--- config.mk ---
export PLATFORM = sky130hd
export DESIGN_NAME = fetch_sequencer
export DESIGN_NICKNAME = d
export VERILOG_FILES = /design/src/rtl/fetch_sequencer_pkg.sv /design/src/rtl/fetch_queue.sv /design/src/rtl/fetch_sequencer.sv
export SDC_FILE = /design/constraint.sdc
export NUM_CORES = 1
export LEC_CHECK = 0
export CAP_MARGIN = 20
export CORE_MARGIN = 5
export CORE_UTILIZATION = 40
export CTS_CLUSTER_SIZE = 30
export DETAILED_ROUTE_END_ITERATION = 8
export PLACE_DENSITY = 0.61
export SLEW_MARGIN = 10
export SYNTH_ARGS = -nofsm -noshare
export SYNTH_HDL_FRONTEND = slang
export SYNTH_SLANG_ARGS = --single-unit
--- constraint.sdc ---
create_clock -name clk -period 6.2 [get_ports clk]
set_clock_uncertainty 0.05 [all_clocks]
set_input_delay 0.93 -clock clk [delete_from_list [all_inputs] [get_ports clk]]
set_output_delay 0.93 -clock clk [all_outputs]
set_load 0.01 [all_outputs]
--- src/rtl/fetch_sequencer_pkg.sv ---
// rtl/fetch_sequencer_pkg.sv - shared types and constants for the instruction-fetch sequencer
package fetch_sequencer_pkg;

  localparam int ROM_WORDS_DEFAULT = 256;
  localparam int ROM_ADDR_W_DEFAULT = $clog2(ROM_WORDS_DEFAULT);

  typedef logic [31:0] word_t;
  typedef logic [ROM_ADDR_W_DEFAULT-1:0] rom_address_t;

  localparam word_t R_NOP = 32'h0000_0013;
  localparam word_t ERASED_WORD = 32'hFFFF_FFFF;

  typedef struct packed {
    word_t pc;
    word_t word;
  } fetch_entry_t;

  typedef enum logic {
    FETCH_RUN,
    FETCH_FAULT
  } fetch_state_e;

  // ROM spans 2^(addr_w+2) bytes; any higher pc bit set means out of range
  function automatic logic pc_in_range(word_t pc, int addr_w);
    return (pc >> (addr_w + 2)) == '0;
  endfunction

endpackage

--- src/rtl/fetch_queue.sv ---
// rtl/fetch_queue.sv - 2-entry {pc, word} prefetch FIFO; flush overrides push/pop,
// push+pop is legal while full.
module fetch_queue
  import fetch_sequencer_pkg::*;
(
  input  logic         clk,
  input  logic         reset_n,
  input  logic         push,
  input  fetch_entry_t push_entry,
  input  logic         pop,
  input  logic         flush,
  output fetch_entry_t head,
  output logic         full,
  output logic         empty
);

  fetch_entry_t entry_q [2];
  fetch_entry_t entry_d [2];
  logic         rd_ptr_q, rd_ptr_d;
  logic         wr_ptr_q, wr_ptr_d;
  logic [1:0]   count_q, count_d;
  logic         do_push, do_pop;

  assign empty = (count_q == 2'd0);
  assign full  = (count_q == 2'd2);
  assign head  = entry_q[rd_ptr_q];

  always_comb begin
    entry_d  = entry_q;
    rd_ptr_d = rd_ptr_q;
    wr_ptr_d = wr_ptr_q;
    count_d  = count_q;
    do_pop   = pop && !empty;
    do_push  = push && (!full || do_pop);
    if (flush) begin
      rd_ptr_d = 1'b0;
      wr_ptr_d = 1'b0;
      count_d  = 2'd0;
    end else begin
      if (do_push) begin
        entry_d[wr_ptr_q] = push_entry;
        wr_ptr_d          = ~wr_ptr_q;
      end
      if (do_pop) begin
        rd_ptr_d = ~rd_ptr_q;
      end
      count_d = count_q + {1'b0, do_push} - {1'b0, do_pop};
    end
  end

  always_ff @(posedge clk or negedge reset_n) begin
    if (!reset_n) begin
      for (int i = 0; i < 2; i++) begin
        entry_q[i] <= '0;
      end
      rd_ptr_q <= 1'b0;
      wr_ptr_q <= 1'b0;
      count_q  <= 2'd0;
    end else begin
      entry_q  <= entry_d;
      rd_ptr_q <= rd_ptr_d;
      wr_ptr_q <= wr_ptr_d;
      count_q  <= count_d;
    end
  end

endmodule

--- src/rtl/fetch_sequencer.sv ---
// rtl/fetch_sequencer.sv - instruction-fetch controller: PC, ROM addressing, prefetch queue, redirects.
// FETCH_ERASED_TRAP_EN: fault instead of pushing an erased (all-ones) ROM word.
module fetch_sequencer
  import fetch_sequencer_pkg::*;
#(
  parameter int          ROM_WORDS = 256,
  parameter int          ADDR_W    = $clog2(ROM_WORDS),
  parameter logic [31:0] RESET_PC  = 32'h0000_0000
) (
  input  logic              clk,
  input  logic              reset_n,
  output logic [ADDR_W-1:0] rom_address,
  input  logic [31:0]       rom_out,
  input  logic              redirect_valid,
  input  logic [31:0]       redirect_pc,
  output logic              fetch_valid,
  input  logic              fetch_ready,
  output logic [31:0]       fetch_pc,
  output logic [31:0]       fetch_word,
  output logic              fault,
  output logic [31:0]       fault_pc
);

  fetch_state_e state_q, state_d;
  word_t        pc_q, pc_d;
  word_t        fault_pc_q, fault_pc_d;

  logic         q_push, q_pop, q_flush, q_full, q_empty;
  fetch_entry_t q_head;
  fetch_entry_t q_push_entry;
  logic         rom_erased;

  fetch_queue u_queue (
    .clk        (clk),
    .reset_n    (reset_n),
    .push       (q_push),
    .push_entry (q_push_entry),
    .pop        (q_pop),
    .flush      (q_flush),
    .head       (q_head),
    .full       (q_full),
    .empty      (q_empty)
  );

  assign rom_address  = pc_q[ADDR_W+1:2];
  assign q_push_entry = '{pc: pc_q, word: rom_out};

  assign fetch_valid = !q_empty;
  assign fetch_pc    = fetch_valid ? q_head.pc : '0;
  assign fetch_word  = fetch_valid ? q_head.word : R_NOP;
  assign fault       = (state_q == FETCH_FAULT);
  assign fault_pc    = fault_pc_q;

`ifdef FETCH_ERASED_TRAP_EN
  assign rom_erased = (rom_out == ERASED_WORD);
`else
  assign rom_erased = 1'b0;
`endif

  always_comb begin
    state_d    = state_q;
    pc_d       = pc_q;
    fault_pc_d = fault_pc_q;
    q_push     = 1'b0;
    q_flush    = 1'b0;
    q_pop      = fetch_valid && fetch_ready;
    if (redirect_valid) begin
      // the queue's flush wins over the pop, so no pop is credited this cycle
      q_flush = 1'b1;
      pc_d    = redirect_pc;
      if (redirect_pc[1:0] != 2'b00) begin
        state_d    = FETCH_FAULT;
        fault_pc_d = redirect_pc;
      end else begin
        state_d    = FETCH_RUN;
        fault_pc_d = '0;
      end
    end else if (state_q == FETCH_RUN) begin
      if (!pc_in_range(pc_q, ADDR_W)) begin
        state_d    = FETCH_FAULT;
        fault_pc_d = pc_q;
      end else if (!q_full || q_pop) begin
        if (rom_erased) begin
          state_d    = FETCH_FAULT;
          fault_pc_d = pc_q;
        end else begin
          q_push = 1'b1;
          pc_d   = pc_q + 32'd4;
        end
      end
    end
  end

  always_ff @(posedge clk or negedge reset_n) begin
    if (!reset_n) begin
      state_q    <= FETCH_RUN;
      pc_q       <= RESET_PC;
      fault_pc_q <= '0;
    end else begin
      state_q    <= state_d;
      pc_q       <= pc_d;
      fault_pc_q <= fault_pc_d;
    end
  end

endmodule

==> flow_metrics.tcl <==
set metrics [dict create \
    vias 5972 \
    hp-class "reg2reg" \
    tightest_slew_ps 1050 \
    clk_path_buf_depth 2 \
    cp-end-kind "output pin" \
    fin_nets 929 \
    port-buffer-count 173 \
    setup_violations 0 \
    power.total_mw 2.81 \
    synth_top_area_share_pct 55.8 \
    yosysUniqueCellTypes 39 \
    drv_slew 0 \
    dp.cells 1119 \
    fin_util_pct 51.8 \
    synth_area_per_cell_sq_um 12.4 \
    post-route-period-util_pct 60.7 \
    fin_crit_ps 3760 \
    ios 174 \
    synth_seq_cells 197 \
    status "finished, final reports clean" \
    grt_setup_unrepaired "false" \
    leakage_nw 4.94 \
    fmaxAchievable_mhz 266 \
    wire_per_inst_microns 17.9 \
    cts_hold_buffers 0 \
    grt_pass1_vias 6314 \
    finalWorstSetupSlack_ps 2440 \
    cts_resized 0 \
    drt-initial-drc-count 319 \
    syn-num-nets 785 \
    cts.sinks 197 \
    root_buffer "clkbuf_16" \
    clk_latency_ps 430 \
    via_per_inst 5.19 \
    power_density_nw_per_um2 250 \
    rows 54 \
    min_from "u_queue.entry_q[119]" \
    layout-drive-gt1-share_pct 18.3 \
    antenna_found_initial 0 \
    ys_top_cells_by_area "dfrtp_1, mux2_2, mux2i_1" \
    diodes 0 \
    crit_fanout 39 \
    ys_seq_area_share_pct 55.8 \
    startpoint_type "register" \
    maxCapViolCount 0 \
    finalHoldViolations 0 \
    grt_overflow 0 \
    relSlewSlack_pct 29.8 \
    numCtsBuffers 17 \
    final_cell_count_no_fill 1151 \
    yosys_warnings 0 \
    die_area_sq_um 25200 \
    final_cell_mix "dfrtp_1, clkdlybuf4s50_1, nor2_1, mux2_2, mux2i_1" \
    grt_start_max_net_pins 98 \
    die_x_microns 159 \
    crit_start "u_queue.rd_ptr_q" \
    final_common_cell "dfrtp_1" \
    drtPass1Iterations 6 \
    crit_arrival_ps 2780 \
    ir_drop_mv 0.136 \
    ant_nets 0 \
    worstSetupPathType "reg2out" \
    initial_core_util_pct 40.6 \
    ys_async_sr_fraction_pct 100 \
    synth_top_area_cell "dfrtp_1" \
    post_cts.repair.setup_buffers 0 \
    r2r_start "pc_q[17]" \
    num-fill-cells 1886 \
    grt_pass1_wl_microns 33300 \
    dp_hpwl_microns 13600 \
    globalplace.congestion 0.820 \
    core_sq_um 21800 \
    dieHeight_microns 159 \
    syn_area_sq_um 8830 \
    wl_microns 20600 \
    grt.total_usage_pct 16.5 \
    required_ps 5220 \
    pre_cts_slack_ps 2640 \
    ys.flop_type "dfrtp_1" \
    setup_tns_ps 0 \
    drc_errors 0 \
    tritoncts "yes" \
    path_clk_slew_ps 70 \
    syn_inst 714 \
    area_delta_synth_final_pct 27.6 \
    htreeDepth 4 \
    synth_edf_count 0 \
]
==> synth_stat cells, types with 2 or more instances <==
| cell type | count |
|---|---|
| nor2_1 | 75 |
| and4_1 | 2 |
| nor4_1 | 4 |
| mux2_2 | 72 |
| ha_1 | 3 |
| dfrtp_1 | 197 |
| and2_1 | 46 |
| mux2i_1 | 65 |
| nand4_1 | 5 |
| xnor2_1 | 3 |
| buf_12 | 3 |
| buf_4 | 8 |
| clkbuf_1 | 40 |
| inv_1 | 4 |
| xor2_1 | 7 |
| o21ai_0 | 29 |
| or3_1 | 2 |
| nand2_1 | 40 |
| buf_1 | 3 |
| nand3_1 | 6 |
| a21oi_1 | 24 |
| mux2_4 | 38 |
| a32oi_1 | 22 |
==> final timing paths <==
check,end,slack (ps),depth (start not counted)
max,fetch_pc[31],2440,4
min,u_queue.entry_q[119],440,1
max reg2reg,u_queue.entry_q[81],3060,5
min reg2reg,u_queue.entry_q[119],440,1
max in group asynchronous,fault_pc[1],4310,2
min in group asynchronous,u_queue.entry_q[56],520,1
==> state kept, by name (all words and copies together) (netlist names) <==
register / count
fault_pc: 32
u_queue.wr_ptr_q: 1
u_queue.count_q: 2
u_queue.rd_ptr_q: 1
fault: 1
pc_q: 32
u_queue.entry_q: 128
==> layer usage <==
| metal | global-route usage [%] | wire length [microns] |
|---|---|---|
| met5 | 0 | 0 |
| met4 | 4.18 | 243 |
| met3 | 4.40 | 1340 |
| met2 | 25.9 | 9540 |
| met1 | 23.0 | 9500 |
==> final cells by class <==
cell class	instances	area (sq um)	share of cell area [%]
Inverter	4	15.0	0.133
Tap cell	280	350	3.11
Multi-Input combinational cell	457	3610	32.0
Timing Repair Buffer	181	1800	16.0
Sequential cell	197	4930	43.8
Clock buffer	20	447	3.96
Clock inverter	12	114	1.01
==> per-stage QoR <==
step	hold slack [ps]	instance area (sq um)
CTS	438	11300
detailed placement	420	10700
finish	437	11300
global placement	418	10700
floorplan	403	8830
global route	450	11300
==> kinds of logic (layout without fill, tap and decap cells) <==
family / after synthesis / in the layout / synth area share [%]
DFF: 197 / 197 / 55.8
and+or+nand+nor: 188 / 188 / 10.4
muxes: 175 / 175 / 23.0
AOI/OAI and AO/OA: 81 / 81 / 5.71
buffers and inverters: 60 / 217 / 3.65
xor gates and xnor gates: 10 / 10 / 0.991
adders and majority gates: 3 / 3 / 0.425
==> power breakdown <==
group	internal (mW)	total [mW]	switching, mW
combinational	0.177	0.370	0.193
sequential	1.33	1.39	0.0587
clock	0.540	1.05	0.512
total	2.05	2.81	0.765
==> critical path, stage by stage, from the launching register on <==
cell and delay (ps):
dfrtp_4 740, buf_4 660, mux2i_1 190, nor2_1 180, clkdlybuf4s50_1 570
Power figures use the tool's default switching activity.
